<file path="config.mk">
export PLATFORM = sky130hd
export DESIGN_NAME = pit_bus_master
export DESIGN_NICKNAME = d
export VERILOG_FILES = /design/src/rtl/pit_bus_pkg.sv /design/src/rtl/pit_bus_cycle.sv /design/src/rtl/pit_bus_master.sv
export SDC_FILE = /design/constraint.sdc
export NUM_CORES = 1
export LEC_CHECK = 0
export ABC_AREA = 1
export ABC_CLOCK_PERIOD_IN_PS = 2350
export CORE_MARGIN = 2
export CORE_UTILIZATION = 45
export DETAILED_ROUTE_END_ITERATION = 6
export MAX_ROUTING_LAYER = met4
export PLACE_DENSITY = 0.72
export SETUP_SLACK_MARGIN = 0.4
export SYNTH_ARGS = -nofsm -noshare
export SYNTH_HDL_FRONTEND = slang
export SYNTH_SLANG_ARGS = --single-unit
</file>
<file path="constraint.sdc">
create_clock -name clk -period 2.35 [get_ports clk]
set_clock_uncertainty 0.2 [all_clocks]
set_input_delay 0.235 -clock clk [delete_from_list [all_inputs] [get_ports clk]]
set_output_delay 0.235 -clock clk [all_outputs]
set_load 0.005 [all_outputs]
</file>
<file path="src/rtl/pit_bus_pkg.sv">
// Shared encodings for the 8254 bus master: request ops, FSM states and
// control-word fields.
package pit_bus_pkg;

  localparam logic [1:0] OP_WR      = 2'd0;
  localparam logic [1:0] OP_RD      = 2'd1;
  localparam logic [1:0] OP_LOAD16  = 2'd2;
  localparam logic [1:0] OP_LATCH16 = 2'd3;

  localparam logic [1:0] ADDR_CWR   = 2'b11;
  localparam logic [1:0] RW_LATCH   = 2'b00;
  localparam logic [1:0] RW_LSB_MSB = 2'b11;

  typedef enum logic [2:0] {
    StIdle,
    StSetup,
    StStrobe,
    StHold,
    StGap,
    StResp
  } pit_state_e;

  // Control word layout: SC1 SC0 RW1 RW0 M2 M1 M0 BCD.
  function automatic logic [7:0] pit_cw(input logic [1:0] sc, input logic [1:0] rw,
                                        input logic [2:0] mode, input logic bcd);
    return {sc, rw, mode, bcd};
  endfunction

endpackage

</file>
<file path="src/rtl/pit_bus_cycle.sv">
// Single byte-cycle timing engine: SETUP, STROBE and HOLD phases with read
// capture on the final strobe edge. Starts one cycle after start_i is seen idle.
module pit_bus_cycle
  import pit_bus_pkg::*;
#(
  parameter int unsigned SETUP_CYC  = 1,
  parameter int unsigned STROBE_CYC = 2,
  parameter int unsigned HOLD_CYC   = 1
) (
  input  logic       clk_i,
  input  logic       rst_i,
  input  logic       start_i,
  input  logic       we_i,
  input  logic [1:0] addr_i,
  input  logic [7:0] wdata_i,
  input  logic [7:0] data_in_i,
  output logic       done_o,
  output logic       cs_n_o,
  output logic       rd_n_o,
  output logic       wr_n_o,
  output logic       a1_o,
  output logic       a0_o,
  output logic [7:0] data_out_o,
  output logic       data_oe_o,
  output logic [7:0] rdata_o
);

  pit_state_e state_q;
  logic [7:0] cnt_q;
  logic       we_q;
  logic       cs_n_q, rd_n_q, wr_n_q, oe_q;
  logic [1:0] addr_q;
  logic [7:0] dout_q, rdata_q;

  // Phase sequencing with registered bus outputs.
  always_ff @(posedge clk_i) begin
    if (rst_i) begin
      state_q <= StIdle;
      cnt_q   <= 8'd0;
      we_q    <= 1'b0;
      cs_n_q  <= 1'b1;
      rd_n_q  <= 1'b1;
      wr_n_q  <= 1'b1;
      oe_q    <= 1'b0;
      addr_q  <= 2'b00;
      dout_q  <= 8'h00;
      rdata_q <= 8'h00;
    end else begin
      unique case (state_q)
        StIdle: begin
          if (start_i) begin
            state_q <= StSetup;
            cnt_q   <= 8'd0;
            we_q    <= we_i;
            cs_n_q  <= 1'b0;
            addr_q  <= addr_i;
            dout_q  <= we_i ? wdata_i : 8'h00;
            oe_q    <= we_i;
          end
        end
        StSetup: begin
          if (cnt_q == 8'(SETUP_CYC - 1)) begin
            state_q <= StStrobe;
            cnt_q   <= 8'd0;
            wr_n_q  <= ~we_q;
            rd_n_q  <= we_q;
          end else begin
            cnt_q <= cnt_q + 8'd1;
          end
        end
        StStrobe: begin
          if (cnt_q == 8'(STROBE_CYC - 1)) begin
            state_q <= StHold;
            cnt_q   <= 8'd0;
            wr_n_q  <= 1'b1;
            rd_n_q  <= 1'b1;
            if (!we_q) rdata_q <= data_in_i;
          end else begin
            cnt_q <= cnt_q + 8'd1;
          end
        end
        StHold: begin
          if (cnt_q == 8'(HOLD_CYC - 1)) begin
            state_q <= StIdle;
            cnt_q   <= 8'd0;
            cs_n_q  <= 1'b1;
            oe_q    <= 1'b0;
            dout_q  <= 8'h00;
          end else begin
            cnt_q <= cnt_q + 8'd1;
          end
        end
        default: state_q <= StIdle;
      endcase
    end
  end

  // Done flags the last HOLD cycle so the sequencer can react on the same edge.
  assign done_o     = (state_q == StHold) && (cnt_q == 8'(HOLD_CYC - 1));
  assign cs_n_o     = cs_n_q;
  assign rd_n_o     = rd_n_q;
  assign wr_n_o     = wr_n_q;
  assign a1_o       = addr_q[1];
  assign a0_o       = addr_q[0];
  assign data_out_o = dout_q;
  assign data_oe_o  = oe_q;
  assign rdata_o    = rdata_q;

endmodule

</file>
<file path="src/rtl/pit_bus_master.sv">
// Request sequencer for the 8254 bus: accepts one command, issues 1 or 3 byte
// cycles through pit_bus_cycle and returns a single-cycle response.
module pit_bus_master
  import pit_bus_pkg::*;
#(
  parameter int unsigned SETUP_CYC  = 1,
  parameter int unsigned STROBE_CYC = 2,
  parameter int unsigned HOLD_CYC   = 1
) (
  input  logic        clk,
  input  logic        rst,
  input  logic        req_valid,
  output logic        req_ready,
  input  logic [1:0]  req_op,
  input  logic [1:0]  req_addr,
  input  logic [2:0]  req_mode,
  input  logic        req_bcd,
  input  logic [15:0] req_data,
  output logic        rsp_valid,
  output logic        rsp_err,
  output logic [15:0] rsp_data,
  output logic        cs_n,
  output logic        rd_n,
  output logic        wr_n,
  output logic        a1,
  output logic        a0,
  output logic [7:0]  data_out,
  output logic        data_oe,
  input  logic [7:0]  data_in
);

  // StSetup here means "a byte cycle is in flight in the engine".
  pit_state_e  state_q;
  logic        req_ready_q, start_q;
  logic        rsp_valid_q, rsp_err_q;
  logic [15:0] rsp_data_q;
  logic [1:0]  op_q, addr_q, idx_q;
  logic [2:0]  mode_q;
  logic        bcd_q;
  logic [15:0] data_q;
  logic [7:0]  lsb_q;

  logic        cyc_we, cyc_done, last_byte;
  logic [1:0]  cyc_addr;
  logic [7:0]  cyc_wdata, cyc_rdata;

  // Select address/direction/data of the current byte within the op.
  always_comb begin
    cyc_we    = 1'b1;
    cyc_addr  = addr_q;
    cyc_wdata = data_q[7:0];
    case (op_q)
      OP_RD: cyc_we = 1'b0;
      OP_LOAD16: begin
        if (idx_q == 2'd0) begin
          cyc_addr  = ADDR_CWR;
          cyc_wdata = pit_cw(addr_q, RW_LSB_MSB, mode_q, bcd_q);
        end else if (idx_q == 2'd2) begin
          cyc_wdata = data_q[15:8];
        end
      end
      OP_LATCH16: begin
        if (idx_q == 2'd0) begin
          cyc_addr  = ADDR_CWR;
          cyc_wdata = pit_cw(addr_q, RW_LATCH, 3'b000, 1'b0);
        end else begin
          cyc_we    = 1'b0;
          cyc_wdata = 8'h00;
        end
      end
      default: ;
    endcase
  end

  assign last_byte = (op_q == OP_WR) || (op_q == OP_RD) || (idx_q == 2'd2);

  // Command sequencer with registered handshake and response outputs.
  always_ff @(posedge clk) begin
    if (rst) begin
      state_q     <= StIdle;
      req_ready_q <= 1'b1;
      start_q     <= 1'b0;
      rsp_valid_q <= 1'b0;
      rsp_err_q   <= 1'b0;
      rsp_data_q  <= 16'h0000;
      op_q        <= OP_WR;
      addr_q      <= 2'b00;
      idx_q       <= 2'd0;
      mode_q      <= 3'b000;
      bcd_q       <= 1'b0;
      data_q      <= 16'h0000;
      lsb_q       <= 8'h00;
    end else begin
      start_q     <= 1'b0;
      rsp_valid_q <= 1'b0;
      rsp_err_q   <= 1'b0;
      case (state_q)
        StIdle: begin
          if (req_valid && req_ready_q) begin
            req_ready_q <= 1'b0;
            op_q        <= req_op;
            addr_q      <= req_addr;
            mode_q      <= req_mode;
            bcd_q       <= req_bcd;
            data_q      <= req_data;
            idx_q       <= 2'd0;
            // Counter select 3 is the control register itself: reject.
            if ((req_op == OP_LOAD16 || req_op == OP_LATCH16) && req_addr == ADDR_CWR) begin
              state_q     <= StResp;
              rsp_valid_q <= 1'b1;
              rsp_err_q   <= 1'b1;
              rsp_data_q  <= 16'h0000;
            end else begin
              state_q <= StSetup;
              start_q <= 1'b1;
            end
          end
        end
        StSetup: begin
          if (cyc_done) begin
            if (last_byte) begin
              state_q     <= StResp;
              rsp_valid_q <= 1'b1;
              if (op_q == OP_RD)           rsp_data_q <= {8'h00, cyc_rdata};
              else if (op_q == OP_LATCH16) rsp_data_q <= {cyc_rdata, lsb_q};
              else                         rsp_data_q <= 16'h0000;
            end else begin
              state_q <= StGap;
              start_q <= 1'b1;
              idx_q   <= idx_q + 2'd1;
              if (idx_q == 2'd1) lsb_q <= cyc_rdata;
            end
          end
        end
        StGap: state_q <= StSetup;
        StResp: begin
          state_q     <= StIdle;
          req_ready_q <= 1'b1;
        end
        default: state_q <= StIdle;
      endcase
    end
  end

  pit_bus_cycle #(
    .SETUP_CYC (SETUP_CYC),
    .STROBE_CYC(STROBE_CYC),
    .HOLD_CYC  (HOLD_CYC)
  ) u_cycle (
    .clk_i     (clk),
    .rst_i     (rst),
    .start_i   (start_q),
    .we_i      (cyc_we),
    .addr_i    (cyc_addr),
    .wdata_i   (cyc_wdata),
    .data_in_i (data_in),
    .done_o    (cyc_done),
    .cs_n_o    (cs_n),
    .rd_n_o    (rd_n),
    .wr_n_o    (wr_n),
    .a1_o      (a1),
    .a0_o      (a0),
    .data_out_o(data_out),
    .data_oe_o (data_oe),
    .rdata_o   (cyc_rdata)
  );

  assign req_ready = req_ready_q;
  assign rsp_valid = rsp_valid_q;
  assign rsp_err   = rsp_err_q;
  assign rsp_data  = rsp_data_q;

endmodule

</file>
Word level (Yosys, flattened, before mapping)
Index checks and enable logic that the tools add are counted.

Word-level logic and storage cells: 143. Flip-flop bits (word level): 91. Output and inout bits: 33. Input bits: 35.

Add/sub/neg operators: 2. Muxes and demuxes: 60. Equal/unequal tests: 24. Reductions and logical operators: 31. Bitwise operators: 3.

Operator list (count): 16-bit 2-to-1 mux (6); 8-bit 2-to-1 mux (9); 16-bit case mux with 2 select lines (1); 8-bit case mux with 2 select lines (2); 8-bit case mux with 3 select lines (1); 3-bit 2-to-1 mux (7); 1-bit 2-to-1 mux (18); 1-bit case mux with 2 select lines (8); 2-bit equality test, second input constant (6); 2-bit inequality test, second input constant (6); 3-bit case mux with 4 select lines (1); 4-bit AND reduction (3); 2-bit 2-to-1 mux (5); 2-bit AND reduction (5); 3-bit case mux with 3 select lines (1); 3-bit AND reduction (3); 8-bit by 1-bit adder with 8-bit output, second input constant (1); 8-bit by 1-bit equality test with 1-bit output, second input constant (1); 8-bit logical NOT (1); 2-bit nonzero test (4); 3-bit by 1-bit equality test with 1-bit output, second input constant (2); 3-bit by 2-bit equality test with 1-bit output, second input constant (2); 3-bit equality test, second input constant (2); 3-bit logical NOT (2); other kinds (11) (23).

Depth between registers and ports, before layout
Gate-level depths: netlist of run 1.

Depth in word-level cells: 7. Gate-level depth with buffers: 12.

Cells and area by module
From an unflattened synthesis of run 1, not the netlist that was laid out.

Cell total of the unflattened synthesis: 598. Area total of the unflattened synthesis: 4322.9 µm².

Modules (own cells, without submodules): pit_bus_master (area an instance 2723.9 µm², times used 1, seq. area each 1121.1 µm², cells an instance 380); pit_bus_cycle (area an instance 1599.0 µm², times used 1, seq. area each 660.6 µm², cells an instance 218).

Worst setup path before layout of run 1
No wires, ideal clock.

Path type: reg2reg. Start: register idx_q[0]. End: register lsb_q[0]. Data arrival time: 1.473 ns. Setup time: 0.113 ns. Clock period less this slack: 1.786 ns. Stages on the path, launching flop included: 11. Data required time: 2.037 ns. Slack: 0.564 ns. Buffers on the path: 2. Cells stage by stage: dfxtp_1 inv_1 ha_1 buf_2 inv_1 nand2_1 nor2_1 nand3_4 buf_6 nor2_1 nor2_1.

Cells in the longest elaborated chain, start to end: 4. Elaborated cells on any way between the ends: 5. Classes of those cells: eq/ne (2); bitwise (1); reduce/logical (2).

RTL lines: start, declared (line pit_bus_master.sv:37) `logic [1:0] op_q, addr_q, idx_q;`; start signal, assigned (line pit_bus_master.sv:130) `idx_q <= idx_q + 2'd1;`; 2-bit equality test (line pit_bus_master.sv:75) `assign last_byte = (op_q == OP_WR) || (op_q == OP_RD) || (idx_q == 2'd2);`; 1-bit logical OR (line pit_bus_master.sv:75); 1-bit NOT (no line); 4-bit AND reduction (no line) *; end signal, assigned (line pit_bus_master.sv:131) `if (idx_q == 2'd1) lsb_q <= cyc_rdata;`; end, declared (line pit_bus_master.sv:41) `logic [7:0] lsb_q;`.

Mark *: on every way between the ends. The rest lies on a longest branch, timed or not. A chain may end at the register's enable or synchronous reset.

Worst setup path in the final report of run 1
Start: register idx_q[1]. End: register u_cycle.dout_q[3] (netlist: u_cycle.data_out_o[3]).

Cells in the longest elaborated chain, start to end: 7. Elaborated cells on any way between the ends: 10. Classes of those cells: eq/ne (1); mux (8); reduce/logical (1).

RTL lines: 2-bit equality test (line pit_bus_master.sv:58) `end else if (idx_q == 2'd2) begin`; 8-bit 2-to-1 mux (line pit_bus_master.sv:58); 8-bit 2-to-1 mux (line pit_bus_master.sv:55) `if (idx_q == 2'd0) begin`; 8-bit case mux with 2 select lines (line pit_bus_master.sv:52) `case (op_q)`; 8-bit 2-to-1 mux * (line pit_bus_cycle.sv:57) `dout_q <= we_i ? wdata_i : 8'h00;`; 8-bit 2-to-1 mux * (line pit_bus_cycle.sv:51) `if (start_i) begin`; 8-bit case mux with 2 select lines * (line pit_bus_cycle.sv:49) `unique case (state_q)`; end signal, assigned (line pit_bus_cycle.sv:57); end, declared (line pit_bus_cycle.sv:33) `logic [7:0] dout_q, rdata_q;`.

Mark *: on every way between the ends. The rest lies on a longest branch, timed or not. The select of a mux whose other input is x is not followed.

==> results of run 1 <==
==> state kept, by name (all words and copies together), names as in the netlist, 3 cells and up <==
register            cells
data_q                 16
rsp_data               16
lsb_q                   8
u_cycle.cnt_q           8
u_cycle.data_out_o      8
u_cycle.rdata_o         8
mode_q                  3
==> worst max-delay path by stage <==
stage                     cells past startpoint               endpoint  slack (ns)               start
after floorplan                              10               lsb_q[0]        0.56            idx_q[0]
after global placement                        8           rsp_data[14]        0.38           req_op[1]
after detailed placement                      8            rsp_data[6]        0.37         req_addr[0]
after CTS                                     6     u_cycle.rdata_o[6]        0.40  u_cycle.state_q[0]
after global routing                          9  u_cycle.data_out_o[3]        0.33            idx_q[1]
final                                         9  u_cycle.data_out_o[3]        0.51            idx_q[1]
==> power breakdown <==
group,internal (mW),switching (mW)
logic,0.647,0.928
registers,1.74,0.156
clock network,0.523,0.550
==> worst register-to-register path, cell delays in order (launching register included) <==
cell and delay, ns:
dfxtp_1 0.40, inv_1 0.11, ha_1 0.24, nand2_1 0.18, inv_1 0.12, nor2_2 0.18, nand2_1 0.06, o21ai_0 0.07
nand2_1 0.08, a21oi_1 0.14
==> layer usage <==
metal  GRT usage  routed length [um]  up-vias
met5           -                   0        -
met4      0.0674                 172        0
met3      0.0436                 521       14
met2       0.323                4490      101
met1       0.261                4580     1714
li1            -                   -     1995
==> cell usage in the layout, fill, tap and decap left out, drive strengths merged <==
| cell | Yosys | layout |
|---|---|---|
| a21oi | 33 | 33 |
| a31oi | 2 | 2 |
| and2 | 1 | 1 |
| buf | 11 | 6 |
| bufinv | 0 | 1 |
| clkbuf | 10 | 10 |
| clkdlybuf4s50 | 0 | 67 |
| clkinv | 1 | 4 |
| clkinvlp | 0 | 1 |
| dfxtp | 89 | 89 |
| ha | 12 | 12 |
| inv | 53 | 54 |
| nand2 | 114 | 115 |
| nand3 | 27 | 27 |
| nand3b | 1 | 1 |
| nand4 | 7 | 7 |
| nor2 | 133 | 133 |
| nor3 | 2 | 2 |
| o2111ai | 2 | 2 |
| o211ai | 3 | 3 |
| o21ai | 65 | 65 |
| o21bai | 2 | 2 |
| o221ai | 1 | 1 |
| o22ai | 9 | 9 |
| xor2 | 1 | 1 |
==> repair_timing <==
| item | CTS | global route |
|---|---|---|
| setup endpoints to repair | 5 | 45 |
| gates resized for setup | 2 | 9 |
| gates cloned | 0 | 1 |
| pin swaps | 0 | 1 |
| buffers inserted | 0 | 2 |
==> cell families (layout without fill, tap and decap cells) <==
| kind of cell | Yosys count | in the layout | synth area share |
|---|---|---|---|
| compound gates | 117 | 117 | 0.154 |
| xor+xnor | 1 | 1 | 0.00215 |
| fa+ha+maj | 12 | 12 | 0.0368 |
| buf+inv | 75 | 143 | 0.0795 |
| flops | 89 | 89 | 0.437 |
| simple gates | 285 | 286 | 0.291 |
==> layout make-up <==
class / count / area (um^2)
Clock buffer: 10 / 138
Multi-Input combinational cell: 416 / 2000
Clock inverter: 6 / 65.1
Timing Repair Buffer: 73 / 741
Inverter: 54 / 208
Fill cell: 831 / 3690
Sequential cell: 89 / 1780
Tap cell: 108 / 135
==> metrics by stage <==
stage                     power (mW)   util  area [um^2]  worst slack (ns)
after floorplan                 2.90      -         4080             0.564
after global placement          3.39  0.550         4820             0.377
after detailed placement        3.43  0.550         4820             0.367
after CTS                       4.50  0.574         5030             0.401
after global routing            4.86  0.579         5070             0.334
final                           4.54  0.579         5070             0.513
==> out/metrics.cfg, run 1 <==
[clock_network]
htree_num_levels = 3
clock_sinks = 89
cts-hold-fix-buffers = 0
cts-root-to-sink-buffers = 2
cts_tree = yes
clk_pin_slew_worst_setup_hold_paths_ns = 0.09
cts-root-buf = clkbuf_8
numCtsBuffers = 9
insertion_delay_ns = 0.35

[synth]
synthTopCellsByCount = nor2_1, nand2_1, dfxtp_1
synth.net_count = 626
yosys-top-cells-area = dfxtp_1, nor2_1, nand2_1, o21ai_0, inv_1
synth_top_flop_cell = dfxtp_1
synthDistinctLibCells = 33
postSynth.asyncResetShare = 0
synth_enable_flop_cells = 0
netlist_area_um2 = 4080
syn-instance-count = 579
yosysSeqAreaShare = 0.437
ff_latch_count_synth = 89
ys.warnings.count = 0
post_synth.cell_area_avg_um2 = 7.04
post-synth-top-area-cell = dfxtp_1
most_used_standard_cell_by_instance_count_after_synthesis = nor2_1
netlist.area_leader.share = 0.437

[critical_path]
endpoint_of_the_worst_slack_reg_to_reg_timing_path = u_cycle.data_out_o[3]
ordered_list_of_cells_on_the_worst_path = inv_1, ha_1, nand2_1, inv_1, nor2_2, nand2_1, o21ai_0, nand2_1, a21oi_1
start_kind = register
r2r_setup_slack_ns = 0.51
cpMostUsedCell = nand2_1
path_max_fanout = 5
timing.critical_path.to_type = register
r2r.worst_path.cells = 9
crit_buf_inv = 2
cell_with_the_largest_stage_delay_on_the_worst_path = dfxtp_1
regToRegStartpoint = idx_q[1]
critPathTopFamily = simple AND/OR/NAND/NOR gates
worstPathArrival_ns = 1.93
slowest_delay_ns = 0.40
setup.worst_path.class = register to register
critical_path_required_ns = 2.44

[sta]
finalHoldWorstSlack_ns = 0.271
final_min_period_over_clock_period = 0.782
summed_negative_setup_slack_over_all_endpoints_ns = 0
max_clock_freq_mhz = 544
final_period_minus_worst_setup_slack_ns = 1.84
unrepaired_setup_endpoints_after_global_routing = yes
timing_max_transition_violations_final = 0
slew_headroom = 0.740
worstMarginPinSlew_ns = 0.389
finalHoldViolations = 0
report.final.setup_viol = 0

[detailed_routing]
firstDrtPassIters = 5
drt-vias-per-instance = 5.06
dr_total_vias = 3824
finalWirelength_um = 9760
ant_nets = 0
drt-wirelength-per-cell_um = 12.9
drc = 0
detail_route.iter0.violations = 214

[place]
place_hpwl_um = 7160
dpl.cell_count = 737
count_of_input_and_output_buffers = 67
routabilityCongestion = 0.915

[cells_and_area]
final_cells = 756
antennaDiodeCount = 0
drive_above_1_share = 0.0756
synthToLayoutAreaGrowth_pct = 24.5
finalNetCount = 690

[min_path]
hold_path_startpoint = u_cycle.data_out_o[2]
whs_endpoint = u_cycle.data_out_o[2]
timing.hold.worst.class = register to register
number_of_cells_traversed_by_the_worst_hold_path = 2

[grt]
grt_pass1_wl_um = 15900
grt_max_degree = 72
antenna_violations_before_repair = 0
grt-ovfl-total = 0
first_global_vias = 3510
grtUsageTotal = 0.204

[power_and_ir_drop]
peakVddDrop_uv = 386
cellPowerDensity_nw_per_um2 = 895
leakagePower_nw = 2.08

[floorplanning]
ioPinCount = 68
starting_density_of_the_core = 0.465
die_area_um2 = 9840
site_row_count = 34
die_y_um = 99.2
die_w_um = 99.2
fp.coreArea_um2 = 8760

[job]
max_cap_violations = 0

[run_status]
outcome = completed

No activity file was read; power rests on OpenSTA's default activity.
==> run 2: changes to the inputs <==
--- a/config.mk
+++ b/config.mk
@@ -6,12 +6,12 @@
 export NUM_CORES = 1
 export LEC_CHECK = 0
 export ABC_AREA = 1
-export ABC_CLOCK_PERIOD_IN_PS = 2350
+export ABC_CLOCK_PERIOD_IN_PS = 1500
 export CORE_MARGIN = 2
 export CORE_UTILIZATION = 45
 export DETAILED_ROUTE_END_ITERATION = 6
 export MAX_ROUTING_LAYER = met4
-export PLACE_DENSITY = 0.72
+export PLACE_DENSITY = 0.75
 export SETUP_SLACK_MARGIN = 0.4
 export SYNTH_ARGS = -nofsm -noshare
 export SYNTH_HDL_FRONTEND = slang
==> constraint.sdc (replaced) <==
create_clock -name clk -period 1.5 [get_ports clk]
set_clock_uncertainty 0.2 [all_clocks]
set_input_delay 0.15 -clock clk [delete_from_list [all_inputs] [get_ports clk]]
set_output_delay 0.15 -clock clk [all_outputs]
set_load 0.005 [all_outputs]
==> out/metrics.cfg, run 2 (synthesis results as in run 1) <==
[run_status]
outcome = complete, but fails checks
violations = setup timing

[place]
routabilityCongestion = 0.859
placed_cell_area_um2 = 5470
detailedPlace.worstSlack_ns = -0.288
count_of_input_and_output_buffers = 67
place_hpwl_um = 7830

[grt]
grt_pass1_wl_um = 24200
grtUsageTotal = 0.318
grt-ovfl-total = 0
first_global_vias = 4900
antenna_violations_before_repair = 0
grt_max_degree = 38

[sta]
max_clock_freq_mhz = 552
unrepaired_setup_endpoints_after_global_routing = yes
summed_negative_setup_slack_over_all_endpoints_ns = -10.70
final_period_minus_worst_setup_slack_ns = 1.81
finalHoldWorstSlack_ns = 0.171
setup_slack_ns = -0.311
timing_max_transition_violations_final = 0
finalHoldViolations = 0
report.final.setup_viol = 82
slew_headroom = 0.805
worstMarginPinSlew_ns = 0.290
final_min_period_over_clock_period = 1.21

[detailed_routing]
finalWirelength_um = 17900
dr_total_vias = 5197
drc = 0
detail_route.iter0.violations = 561
firstDrtPassIters = 5
ant_nets = 0
drt-vias-per-instance = 5.99
drt-wirelength-per-cell_um = 20.6

[floorplanning]
die_y_um = 99.2
fp.coreArea_um2 = 8760
die_w_um = 99.2
starting_density_of_the_core = 0.465
site_row_count = 34
die_area_um2 = 9840
ioPinCount = 68

[critical_path]
r2r.worst_path.cells = 9
endpoint_of_the_worst_slack_reg_to_reg_timing_path = u_cycle.data_out_o[5]
crit_start = idx_q[0]
setup.worst_path.class = register to register
path_max_fanout = 5
worstPathArrival_ns = 1.88
timing.critical_path.to_type = register
regToRegStartpoint = idx_q[0]
start_kind = register
critical_path_required_ns = 1.57
r2r_setup_slack_ns = -0.31

[cells_and_area]
layout.cells.most_common = nor2_1
antennaDiodeCount = 0
drive_above_1_share = 0.559
final_area_um2 = 7250
finalCoreUtilization = 0.828
finalNetCount = 803
final.fill_count = 433
synthToLayoutAreaGrowth_pct = 77.9
final_cell_mix = nor2_1, buf_4, nand2_1

[clock_network]
cts_tree = yes
cts-root-to-sink-buffers = 2
clk_pin_slew_worst_setup_hold_paths_ns = 0.10
clock_sinks = 89
numCtsBuffers = 9
htree_num_levels = 3
cts-root-buf = clkbuf_8
insertion_delay_ns = 0.39

[power_and_ir_drop]
peakVddDrop_uv = 787
cellPowerDensity_nw_per_um2 = 1470
leakagePower_nw = 3.02

[min_path]
whs_endpoint = u_cycle.rdata_o[2]
timing.hold.worst.class = primary input to register
number_of_cells_traversed_by_the_worst_hold_path = 3
hold_path_startpoint = data_in[2]

[job]
max_cap_violations = 0

==> run 2: worst max-delay path, stage by stage, from the launching register on <==
cell and delay (ns):
dfxtp_2 0.37, inv_4 0.06, ha_4 0.18, buf_4 0.14, nand2_1 0.06, inv_1 0.04
o21ai_1 0.25, o21ai_0 0.21, nand2_1 0.13, a21oi_1 0.08
==> run 2: layer usage <==
layer | GRT usage | part of all wire | up-vias
li1 | - | - | 2237
met4 | 0.152 | 0.060 | 0
met1 | 0.361 | 0.38 | 2445
met5 | - | 0 | -
met3 | 0.0682 | 0.074 | 127
met2 | 0.535 | 0.49 | 388
==> run 2: what timing repair did <==
item	CTS	global route
resized for setup	362	118
pin swaps	66	60
gates cloned	8	0
setup endpoints to repair	122	122
setup buffers	41	23
hold buffers	0	0
==> run 2: layout make-up <==
cell class              count  area, um^2  area share
clock buffers               9         124      0.0171
flip-flops and latches     89        1850       0.255
inverters                  54         263      0.0362
repair buffers            183        1800       0.248
repair inverters            1        11.3     0.00155
well taps                 108         135      0.0186
multi-input cells         418        2980       0.411
clock inverters             6        88.8      0.0122
==> run 2: where the power goes <==
group | switching, mW | internal, mW | total [mW]
Combinational | 3.05 | 2.55 | 5.60
Sequential | 0.371 | 2.78 | 3.15
Clock | 0.951 | 0.941 | 1.89
Total | 4.37 | 6.27 | 10.6
==> run 2: metrics by stage <==
step / power (mW) / instances
floorplan: 5.02 / 579
global placement: 6.15 / 781
detailed placement: 6.25 / 781
CTS: 9.34 / 845
global route: 11.0 / 868
finish: 10.6 / 868
==> run 2: worst max-delay path by stage <==
stage	endpoint	cells after the start
floorplan	rsp_data[4]	12
global placement	rsp_data[0]	8
detailed placement	rsp_data[14]	8
CTS	rsp_data[9]	10
global route	u_cycle.data_out_o[5]	8
finish	u_cycle.data_out_o[5]	9
